--- config.mk ---
export PLATFORM = sky130hd
export DESIGN_NAME = if_stage
export DESIGN_NICKNAME = d
export VERILOG_FILES = /design/src/rtl/rv32i_pkg.sv /design/src/rtl/pc_next_mux.sv /design/src/rtl/if_stage.sv
export SDC_FILE = /design/constraint.sdc
export NUM_CORES = 1
export LEC_CHECK = 0
export BUFFER_PORTS_ARGS = -buffer_cell sky130_fd_sc_hd__buf_2
export CAP_MARGIN = 30
export CORE_MARGIN = 5
export CORE_UTILIZATION = 47
export CTS_CLUSTER_SIZE = 40
export DETAILED_ROUTE_END_ITERATION = 10
export PLACE_DENSITY = 0.76
export SETUP_SLACK_MARGIN = 0.5
export SLEW_MARGIN = 20
export SYNTH_ARGS = -nofsm -noshare
export SYNTH_HDL_FRONTEND = slang
export SYNTH_SLANG_ARGS = --single-unit
export TNS_END_PERCENT = 20
--- constraint.sdc ---
create_clock -name clk -period 2.23 [get_ports clk]
set_clock_uncertainty 0.15 [all_clocks]
set_input_delay 0.446 -clock clk [delete_from_list [all_inputs] [get_ports clk]]
set_output_delay 0.446 -clock clk [all_outputs]
set_load 0.01 [all_outputs]
--- src/rtl/rv32i_pkg.sv ---
// Shared RV32I front-end definitions: canonical NOP, fetch-state encoding and
// the default reset vector used by the fetch stage.
package rv32i_pkg;

   localparam logic [31:0] NOP_INSTR        = 32'h0000_0013;
   localparam logic [31:0] DEFAULT_RESET_PC = 32'h0000_0000;
   localparam logic [31:0] PC_STEP          = 32'd4;

   typedef enum logic [1:0] {
      FS_BOOT = 2'd0,
      FS_RUN  = 2'd1,
      FS_TRAP = 2'd2
   } fetch_state_t;

   typedef enum logic [1:0] {
      PC_SEL_RESET    = 2'd0,
      PC_SEL_REDIRECT = 2'd1,
      PC_SEL_HOLD     = 2'd2,
      PC_SEL_SEQ      = 2'd3
   } pc_sel_t;

   function automatic logic [31:0] word_align(input logic [31:0] addr);
      return {addr[31:2], 2'b00};
   endfunction

   function automatic logic is_misaligned(input logic [31:0] addr);
      return addr[1:0] != 2'b00;
   endfunction

endpackage

--- src/rtl/pc_next_mux.sv ---
// Combinational next-fetch-address selection for the IF stage; holds no state.
// Redirects beat stalls, and TRAP parks the fetch address until a redirect.
module pc_next_mux
   import rv32i_pkg::*;
#(
   parameter logic [31:0] RESET_PC = DEFAULT_RESET_PC
) (
   input  logic         rst,
   input  fetch_state_t state,
   input  logic         stall,
   input  logic         redirect_valid,
   input  logic [31:0]  redirect_pc,
   input  logic [31:0]  cur_pc,
   output logic [31:0]  next_pc
);

   pc_sel_t sel;

   always_comb begin
      sel = PC_SEL_SEQ;
      if (rst || state == FS_BOOT) begin
         sel = PC_SEL_RESET;
      end else if (redirect_valid) begin
         sel = PC_SEL_REDIRECT;
      end else if (stall || state == FS_TRAP) begin
         sel = PC_SEL_HOLD;
      end
   end

   always_comb begin
      next_pc = cur_pc + PC_STEP;
      case (sel)
         PC_SEL_RESET:    next_pc = RESET_PC;
         PC_SEL_REDIRECT: next_pc = word_align(redirect_pc);
         PC_SEL_HOLD:     next_pc = cur_pc;
         default:         next_pc = cur_pc + PC_STEP;
      endcase
   end

endmodule

--- src/rtl/if_stage.sv ---
// Instruction fetch stage: drives a synchronous instruction memory and fills
// the IF/ID pipeline register, handling stalls, redirects and misaligned traps.
module if_stage
   import rv32i_pkg::*;
#(
   parameter logic [31:0] RESET_PC = DEFAULT_RESET_PC
) (
   input  logic        clk,
   input  logic        rst,
   output logic [31:0] imem_addr,
   input  logic [31:0] imem_rdata,
   input  logic        stall,
   input  logic        redirect_valid,
   input  logic [31:0] redirect_pc,
   output logic [31:0] if_id_instr,
   output logic [31:0] if_id_pc,
   output logic        if_id_valid,
   output logic        if_id_misaligned
);

   fetch_state_t state;
   logic [31:0]  cur_pc;
   logic         rvalid;
   logic         mis_pend;
   logic [31:0]  mis_pc;

   pc_next_mux #(
      .RESET_PC(RESET_PC)
   ) u_pc_next_mux (
      .rst            (rst),
      .state          (state),
      .stall          (stall),
      .redirect_valid (redirect_valid),
      .redirect_pc    (redirect_pc),
      .cur_pc         (cur_pc),
      .next_pc        (imem_addr)
   );

   always_ff @(posedge clk) begin
      if (rst) begin
         state            <= FS_BOOT;
         cur_pc           <= RESET_PC;
         rvalid           <= 1'b0;
         mis_pend         <= 1'b0;
         mis_pc           <= RESET_PC;
         if_id_instr      <= NOP_INSTR;
         if_id_pc         <= RESET_PC;
         if_id_valid      <= 1'b0;
         if_id_misaligned <= 1'b0;
      end else begin
         // cur_pc always tracks the address whose word arrives next cycle.
         cur_pc <= imem_addr;
         case (state)
            FS_BOOT: begin
               rvalid           <= 1'b1;
               state            <= FS_RUN;
               mis_pend         <= 1'b0;
               if_id_instr      <= imem_rdata;
               if_id_pc         <= cur_pc;
               if_id_valid      <= 1'b0;
               if_id_misaligned <= 1'b0;
            end
            default: begin
               if (redirect_valid) begin
                  if_id_instr      <= NOP_INSTR;
                  if_id_valid      <= 1'b0;
                  if_id_misaligned <= 1'b0;
                  if (is_misaligned(redirect_pc)) begin
                     state    <= FS_TRAP;
                     mis_pend <= 1'b1;
                     mis_pc   <= redirect_pc;
                  end else begin
                     state    <= FS_RUN;
                     mis_pend <= 1'b0;
                  end
               end else if (!stall) begin
                  if (state == FS_TRAP) begin
                     // One exception entry carrying the faulting target, then bubbles.
                     if_id_instr      <= NOP_INSTR;
                     if_id_valid      <= mis_pend;
                     if_id_misaligned <= mis_pend;
                     if (mis_pend) begin
                        if_id_pc <= mis_pc;
                     end
                     mis_pend <= 1'b0;
                  end else begin
                     if_id_instr      <= imem_rdata;
                     if_id_pc         <= cur_pc;
                     if_id_valid      <= rvalid;
                     if_id_misaligned <= 1'b0;
                  end
               end
            end
         endcase
      end
   end

endmodule

==> results of run 1 <==
-- layer usage --
layer / vias up / share of wire / wire, microns
li1: 2895 / - / -
met1: 2902 / 0.40 / 7840
met2: 321 / 0.50 / 9740
met3: 49 / 0.075 / 1460
met4: 0 / 0.024 / 478
met5: - / 0 / 0
-- flip-flops by register name (all words and copies together), names as in the netlist --
signal	count
rvalid	1
mis_pc	32
if_id_misaligned	1
state	2
if_id_valid	1
if_id_instr	32
mis_pend	1
cur_pc	32
if_id_pc	32
-- metrics by stage --
stage | std cells | hold WS [ns] | setup WS [ns]
3_5_place_dp | 1011 | 0.296 | -0.402
4_1_cts | 1060 | 0.0878 | -0.474
5_1_grt | 1072 | 0.110 | -0.605
6_report | 1072 | 0.121 | -0.502
3_3_place_gp | 1011 | 0.290 | -0.390
2_1_floorplan | 663 | 0.286 | -0.129
-- worst max path at each step --
stage / from / depth (start not counted) / endpoint / slack (ns)
3_3_place_gp: redirect_valid / 7 / imem_addr[19] / -0.39
6_report: cur_pc[12]$_SDFF_PP0_ / 6 / imem_addr[31] / -0.50
3_5_place_dp: redirect_valid / 7 / imem_addr[19] / -0.40
2_1_floorplan: stall / 8 / imem_addr[22] / -0.13
5_1_grt: cur_pc[12]$_SDFF_PP0_ / 6 / imem_addr[31] / -0.61
4_1_cts: state[0]$_SDFFE_PP0P_ / 8 / imem_addr[25] / -0.47
-- tightest hold or removal path, cell delays in order --
cell	delay (ns)
buf_2	0.09
a32oi_1	0.06
nand2_1	0.06
-- Yosys cell counts, types with 2 or more instances --
master	instances	area [sq um]
clkbuf_1	28	105
a22o_1	3	26.3
a221o_1	2	20.0
o21ai_1	7	35.0
a21o_1	3	22.5
o311ai_1	8	70.1
buf_4	2	15.0
o21ai_0	35	175
and4_1	3	26.3
nor2b_1	4	25.0
a31oi_1	7	43.8
nand2_1	86	323
a21oi_1	38	190
a22oi_1	45	338
and2_1	4	25.0
or3_1	2	12.5
buf_2	20	100
nand4_1	8	50.1
nand3_1	14	70.1
buf_6	4	45.0
dfxtp_1	134	2680
o22ai_1	4	25.0
nor3b_1	2	15.0
nor3_2	2	20.0
mux2i_1	33	330
xor2_1	8	70.1
a211o_1	2	17.5
nor2_1	83	312
o211ai_1	8	60.1
nand2b_1	5	31.3
a32oi_1	4	35.0
xnor2_1	6	52.6
a211oi_1	32	240
and3_1	2	12.5
-- cells in the final DEF (no fill, tap or decap), types with 10 or more instances in the layout --
cell type	instances
buf_2	157
clkbuf_16	18
o21ai_1	12
a22oi_2	30
nor2_1	78
dfxtp_2	13
dfxtp_1	118
a211oi_1	32
nand2_1	85
a22oi_1	15
o21ai_2	10
o21ai_0	14
a21oi_1	38
mux2i_1	33
buf_4	89
buf_12	11
buf_6	25
-- timing repair --
item	CTS	global route
hold buffers	0	0
buffers inserted	15	11
pin swaps	23	44
endpoints found under the setup margin	144	154
resized for setup	73	56
cloned	2	1
-- kinds of logic after synthesis --
group / count (synthesis)
adder cells (fa/ha/maj): 1
flip-flops: 134
buffers and inverters: 56
XOR/XNOR: 14
multiplexers: 33
AO/OA/AOI/OAI: 200
AND/OR/NAND/NOR: 225
-- where the power goes --
part	switching, mW	internal, mW
Combinational	0.549	0.426
Clock	1.01	1.64
Sequential	0.0900	2.55
-- area by class of cell --
type	count	area [sq um]	share of cell area
multi-input cells	473	3350	0.379
flip-flops and latches	134	2710	0.306
repair buffers	285	2040	0.230
clock buffers	23	488	0.0552
well taps	147	184	0.0208
clock inverters	9	75.1	0.00849
inverters	1	3.75	0.000424
==> results.json, run 1 <==
{
  "synth_edf_count": 0,
  "synth_seq_cells": 134,
  "clkSlewWorstSetupHoldPaths_ns": 0.05,
  "cts_sinks": 134,
  "power.density_nw_per_um2": 708,
  "slew_headroom": 0.323,
  "syn_inst": 663,
  "setup_viol": 33,
  "cap_violations": 0,
  "reg2reg_depth": 12,
  "synth-compound-area-share": 0.229,
  "leakagePower_nw": 4.08,
  "grt_util_met2": 0.425,
  "p_total_mw": 6.27,
  "io_buffers": 165,
  "drt_iter0_markers": 440,
  "path_max_fanout": 2,
  "setup_tns_ns": -12.89,
  "yosys.area_share.simple": 0.177,
  "regToRegSetupSlack_ns": -0.12,
  "vias_per_cell": 5.75,
  "fmax_mhz": 366,
  "cts_root_buf": "clkbuf_16",
  "fin_util": 0.736,
  "worstMarginPinSlew_ns": 1.01,
  "synthXorXnorAreaFrac": 0.0213,
  "ys.flop_type": "dfxtp_1",
  "grt_pass1_wl_microns": 29400,
  "grt_max_degree": 65,
  "yosysSeqAreaShare": 0.466,
  "cts_buffer_depth": 2,
  "drt_wl_total_microns": 19500,
  "muxShareOfSynthArea": 0.0573,
  "ant_nets": 0,
  "fin_crit_sh": 1.22,
  "fillerInstances": 831,
  "drc_errors": 0,
  "r2r_end": "cur_pc[14]$_SDFF_PP0_",
  "die_area_sq_um": 14600,
  "critPathTopFamily": "simple AND/OR/NAND/NOR gates",
  "hpwl_microns": 12400,
  "antenna_found_initial": 0,
  "grt_pass1_vias": 6044,
  "htree_levels": 4,
  "rsz0062_at_grt": "true",
  "holdPathEnd": "cur_pc[27]$_SDFF_PP0_",
  "nets": 981,
  "arrival_ns": 2.14,
  "core_sq_um": 12000,
  "outcome": "complete, but fails checks",
  "required_ns": 1.63,
  "crit_top_cell": "nand4_1",
  "synth.avg_cell_area_sq_um": 8.69,
  "synth_cell_type_count": 49,
  "n_antenna_cell": 0,
  "slowest_delay_ns": 0.33,
  "grtUsageMet3": 0.0692,
  "grt_busiest_layer": "met2",
  "wl_per_cell_microns": 18.2,
  "synth_fp_nets": 732,
  "synth-adder-area-share": 0.00217,
  "vias": 6167,
  "synth_top_family_by_area": "compound AO/OA/AOI/OAI gates",
  "cts_tree": "done",
  "start_kind": "flop",
  "io_pins": 166,
  "critPathKind": "flop to output port",
  "reg2reg_from": "state[0]$_SDFFE_PP0P_",
  "placed_area_sq_um": 7470,
  "worstSkewPairLatency_ns": 0.41,
  "min_from": "redirect_pc[27]",
  "first_pass_iters": 6,
  "grt-ovfl-total": 0,
  "drv_slew": 0,
  "hp-class": "input pin to flop",
  "cpMaxStageDelayCell": "dfxtp_2",
  "ys.warnings.count": 0,
  "violations": "setup timing",
  "grtUsageTotal": 0.255,
  "netlist_area_sq_um": 5760,
  "end_kind": "output port",
  "finalCriticalPeriod_ns": 2.73,
  "ir_worst_vdd_uv": 454,
  "gp_congestion": 0.857,
  "die_w_microns": 121,
  "hold_depth": 3,
  "drive_above_1_share": 0.454,
  "synth-async-reset-ratio": 0,
  "die_h_microns": 121,
  "path_buf_inv": 1,
  "area_delta_synth_final_pct": 53.5,
  "start_util": 0.480,
  "numCtsBuffers": 17,
  "hold_viol": 0,
  "rows": 40,
  "grt_use_met1": 0.305,
  "path_cells": "nand4_1 > nor4b_4 > nand4_1 > a21o_1 > a211o_1 > buf_2",
  "setup_ws_ns": -0.502,
  "final_cell_area_sq_um": 8840
}
Power figures use the tool's default switching activity.
==> run 2, diff against run 1 <==
Settings changed: CAP_MARGIN 30 to 20, CORE_ASPECT_RATIO from default to 0.8.
==> results.json, run 2 (same netlist as run 1, synthesis figures left out) <==
{
  "die_area_sq_um": 14600,
  "die_w_microns": 134,
  "vias": 6506,
  "drive_above_1_share": 0.486,
  "ant_nets": 0,
  "grtUsageMet3": 0.0733,
  "multi_input_area_sq_um": 3610,
  "cts_sinks": 134,
  "io_pins": 166,
  "final_cell_mix": "buf_2 (156), dfxtp_1 (123), buf_4 (86)",
  "swShare": 0.252,
  "cts_root_buf": "clkbuf_16",
  "fillerInstances": 717,
  "vias_per_cell": 5.96,
  "worstMarginPinSlew_ns": 1.11,
  "arrival_ns": 2.31,
  "grtUsageTotal": 0.260,
  "start_util": 0.477,
  "power.density_nw_per_um2": 731,
  "place_ws_ns": -0.454,
  "drt_iter0_markers": 460,
  "reg2reg_from": "state[0]$_SDFFE_PP0P_",
  "antenna_found_initial": 1,
  "regArea_sq_um": 2700,
  "p_seq_frac": 0.384,
  "r2r_end": "if_id_instr[15]$_SDFFE_PP0P_",
  "finalCriticalPeriod_ns": 2.90,
  "drc_errors": 0,
  "wl_per_cell_microns": 20.6,
  "required_ns": 1.63,
  "internal-power_mw": 5.16,
  "grt_use_met1": 0.305,
  "hp-class": "input pin to flop",
  "switching_power_mw": 1.74,
  "grt-ovfl-total": 0,
  "die_h_microns": 109,
  "leakagePower_nw": 4.30,
  "placed_area_sq_um": 7440,
  "htree_levels": 4,
  "grt_pass1_wl_microns": 30200,
  "clkSlewWorstSetupHoldPaths_ns": 0.06,
  "grt_pass1_vias": 6203,
  "endpoint": "imem_addr[31]",
  "critPathKind": "flop to output port",
  "slew_headroom": 0.256,
  "setup_ws_ns": -0.673,
  "drv_slew": 0,
  "violations": "setup timing",
  "reg2reg_depth": 6,
  "cts_buffer_depth": 2,
  "hold_viol": 0,
  "rsz0062_at_grt": "true",
  "setup_tns_ns": -16.01,
  "end_kind": "output port",
  "ir_worst_vdd_uv": 668,
  "final_common_cell": "buf_2",
  "grt_busiest_layer": "met2",
  "hold_buffers": 0,
  "area_delta_synth_final_pct": 64.0,
  "regToRegSetupSlack_ns": 0.12,
  "grt_max_degree": 51,
  "combPwrFrac": 0.156,
  "cts_tree": "done",
  "first_pass_iters": 5,
  "drt_wl_total_microns": 22500,
  "rows": 36,
  "worstSkewPairLatency_ns": 0.42,
  "fin_crit_sh": 1.30,
  "cap_violations": 0,
  "path_max_fanout": 6,
  "final_cell_area_sq_um": 9450,
  "nets": 994,
  "gp_congestion": 0.839,
  "numCtsBuffers": 17,
  "whs_ns": 0.106,
  "clock_power_share": 0.460,
  "start_kind": "flop",
  "io_buffers": 165,
  "grt_util_met2": 0.441,
  "fmax_mhz": 345,
  "outcome": "complete, but fails checks",
  "startpoint": "cur_pc[2]$_SDFF_PP0_",
  "setup_viol": 32,
  "hpwl_microns": 12600,
  "core_sq_um": 12100
}
==> run 2: cell types whose count changed in the layout (fill, tap and decap cells not counted), sizes merged <==
cell and delta:
diode +1, clkbuf +3, bufinv +4, buf +12, clkinv -4, clkinvlp -2
==> run 2: through the flow <==
stage | power [mW] | cells | util
6_report | 6.90 | 1091 | 0.783
5_1_grt | 7.14 | 1091 | 0.783
2_1_floorplan | 3.15 | 663 | -
3_5_place_dp | 3.56 | 1009 | 0.616
4_1_cts | 6.77 | 1054 | 0.716
3_3_place_gp | 3.52 | 1009 | 0.616
==> run 2: power groups by stage <==
stage | combinational [mW] | clock, mW | sequential [mW]
after floorplan | 0.425 | 0 | 2.73
after global placement | 0.852 | 0 | 2.67
after detailed placement | 0.880 | 0 | 2.68
after CTS | 0.948 | 3.19 | 2.64
after global routing | 1.16 | 3.32 | 2.67
final | 1.08 | 3.18 | 2.65
==> run 2: final cells by class <==
cell class / instances / area share
Antenna cell: 1 / 0.000265
Clock buffer: 25 / 0.0535
Clock inverter: 7 / 0.0173
Inverter: 1 / 0.000397
Multi-Input combinational cell: 473 / 0.382
Sequential cell: 134 / 0.286
Tap cell: 152 / 0.0201
Timing Repair Buffer: 298 / 0.241
==> run 2: worst min path at each step <==
stage | from | to | cells past startpoint
floorplan | mis_pc[10]$_SDFFE_PP0P_ | mis_pc[10]$_SDFFE_PP0P_ | 2
global placement | mis_pc[8]$_SDFFE_PP0P_ | mis_pc[8]$_SDFFE_PP0P_ | 2
detailed placement | mis_pc[13]$_SDFFE_PP0P_ | mis_pc[13]$_SDFFE_PP0P_ | 2
CTS | imem_rdata[1] | if_id_instr[1]$_SDFFE_PP1P_ | 3
global route | imem_rdata[0] | if_id_instr[0]$_SDFFE_PP1P_ | 3
finish | imem_rdata[1] | if_id_instr[1]$_SDFFE_PP1P_ | 3
==> run 2: critical path, stage by stage, from the launching register on <==
cell     delay [ns]
dfxtp_4        0.40
buf_4          0.14
nand4_4        0.10
nor3_4         0.27
nand4_1        0.24
a21o_1         0.25
a211o_1        0.33
buf_2          0.15
==> run 2: per-layer routing <==
metal  vias to the layer above  part of all wire
li1                       2925                 -
met1                      3139              0.38
met2                       341              0.50
met3                       101             0.078
met4                         0             0.043
met5                         -                 0
==> run 2: repair_timing <==
action / 4_1_cts / 5_1_grt
resized for setup: 81 / 114
setup endpoints to repair: 153 / 155
cloned: 4 / 3
pin swaps: 22 / 109
buffers inserted: 9 / 33
endpoints found under the hold margin: 0 / 0
==> run 3, diff against run 2 <==
Settings changed: SETUP_SLACK_MARGIN 0.5 to 0.3.
==> results.json, run 3 (same netlist as run 1, synthesis figures left out) <==
{
  "rsz0062_at_grt": "true",
  "drc_errors": 0,
  "leakagePower_nw": 3.98,
  "reg2reg_from": "cur_pc[13]$_SDFF_PP0_",
  "grt_max_degree": 45,
  "p_total_mw": 6.48,
  "required_ns": 1.63,
  "first_pass_iters": 6,
  "area_delta_synth_final_pct": 49.5,
  "switching_power_mw": 1.65,
  "fin_cells": 1057,
  "cpMaxStageDelayCell": "nor4b_4",
  "antenna_found_initial": 1,
  "arrival_ns": 2.17,
  "ant_nets": 0,
  "place_ws_ns": -0.408,
  "violations": "setup timing",
  "fillerInstances": 845,
  "path_max_fanout": 8,
  "p_seq_frac": 0.408,
  "swShare": 0.254,
  "final_cell_area_sq_um": 8610,
  "drive_above_1_share": 0.424,
  "hold_viol": 0,
  "numCtsBuffers": 17,
  "start_util": 0.477,
  "grtUsageTotal": 0.244,
  "startpoint": "cur_pc[13]$_SDFF_PP0_",
  "path_cells": "nand4_1 > nor4b_4 > buf_6 > buf_6 > a31oi_1 > o21ai_1 > nand2_1 > buf_2",
  "critPathKind": "flop to output port",
  "vias_per_cell": 5.65,
  "finalCriticalPeriod_ns": 2.77,
  "cap_violations": 0,
  "start_kind": "flop",
  "crit_top_cell": "buf_6",
  "fin_crit_sh": 1.24,
  "final_common_cell": "buf_2",
  "worstSkewPairLatency_ns": 0.42,
  "vias": 5973,
  "io_buffers": 165,
  "outcome": "complete, but fails checks",
  "final_cell_mix": "buf_2 (161), dfxtp_1 (119), nand2_1 (85)",
  "fin_util": 0.714,
  "nets": 960,
  "ir_worst_vdd_uv": 583,
  "critPathTopFamily": "simple AND/OR/NAND/NOR gates",
  "cts_tree": "done",
  "power.density_nw_per_um2": 752,
  "io_pins": 166,
  "grt_pass1_vias": 5688,
  "end_kind": "output port",
  "grt-ovfl-total": 0,
  "core_sq_um": 12100,
  "rows": 36,
  "worstMarginPinSlew_ns": 0.859,
  "clock_power_share": 0.445,
  "wl_per_cell_microns": 18.1,
  "slew_headroom": 0.425,
  "drt_iter0_markers": 478,
  "setup_viol": 32,
  "die_h_microns": 109,
  "setup_ws_ns": -0.539,
  "setup_tns_ns": -14.30,
  "whs_ns": 0.100,
  "clkSlewWorstSetupHoldPaths_ns": 0.05,
  "die_w_microns": 134,
  "placed_cells": 1010,
  "gp_congestion": 0.892,
  "cts_buffer_depth": 2,
  "htree_levels": 4,
  "drt_wl_total_microns": 19100,
  "cts_root_buf": "clkbuf_16",
  "slowest_delay_ns": 0.37,
  "die_area_sq_um": 14600,
  "fmax_mhz": 361,
  "cts_sinks": 134,
  "hp-class": "input pin to flop",
  "internal-power_mw": 4.83,
  "placed_area_sq_um": 7360,
  "hpwl_microns": 12100,
  "drv_slew": 0,
  "min_from": "imem_rdata[4]",
  "path_buf_inv": 3,
  "combPwrFrac": 0.147,
  "grt_pass1_wl_microns": 28200
}
==> run 3: cell count changes in the layout (fill, tap and decap cells not counted), moves of 5 or more <==
cell     previous run  this run
buf_6              34        17
nor2_4              7         2
a22oi_1            11        30
buf_2             156       161
nand3_1             4        10
buf_4              86        70
a22oi_2            34        15
==> run 3: area by class of cell <==
cell class                      instances  area, sq um  share of cell area
Clock buffer                           23          488              0.0566
Inverter                                1         3.75            0.000436
Tap cell                              152          190              0.0221
Sequential cell                       134         2710               0.315
Timing Repair Buffer                  264         1860               0.216
Multi-Input combinational cell        473         3230               0.375
Antenna cell                            1         2.50            0.000290
Clock inverter                          9          123              0.0142
==> run 3: layer usage <==
layer	global-route usage	wire length (microns)
met5	0	0
met3	0.0692	1220
met1	0.310	7960
met4	0.101	511
met2	0.395	9400
==> run 3: path summary, 6_finish.rpt <==
kind	to	slack, ns	cells past startpoint
worst max-delay path	imem_addr[25]	-0.54	8
worst min-delay path	if_id_instr[4]$_SDFFE_PP1P_	0.10	3
worst max register to register	cur_pc[31]$_SDFF_PP0_	0.23	6
worst min register to register	mis_pc[5]$_SDFFE_PP0P_	0.30	2
==> run 3: worst reg2reg max path, cell delays in order, from the launching register on <==
cell and delay [ns]:
dfxtp_2 0.32, nand4_1 0.25, nor4b_4 0.37, nand4_1 0.17
a21o_1 0.21, buf_4 0.13, a211o_1 0.28
==> run 3: repair_timing <==
item                                    4_1_cts  5_1_grt
resized for setup                            57       69
hold buffers                                  0        0
pin swaps                                    19       12
setup buffers                                 2        8
endpoints found under the setup margin       47       72
cloned                                        1        3
endpoints found under the hold margin         0        0
==> run 3: power groups by stage <==
| stage | clock network [mW] | logic [mW] | registers [mW] |
|---|---|---|---|
| floorplan | 0 | 0.418 | 2.73 |
| global placement | 0 | 0.828 | 2.67 |
| detailed placement | 0 | 0.851 | 2.68 |
| CTS | 2.91 | 0.873 | 2.64 |
| global route | 3.04 | 1.03 | 2.66 |
| finish | 2.88 | 0.950 | 2.64 |
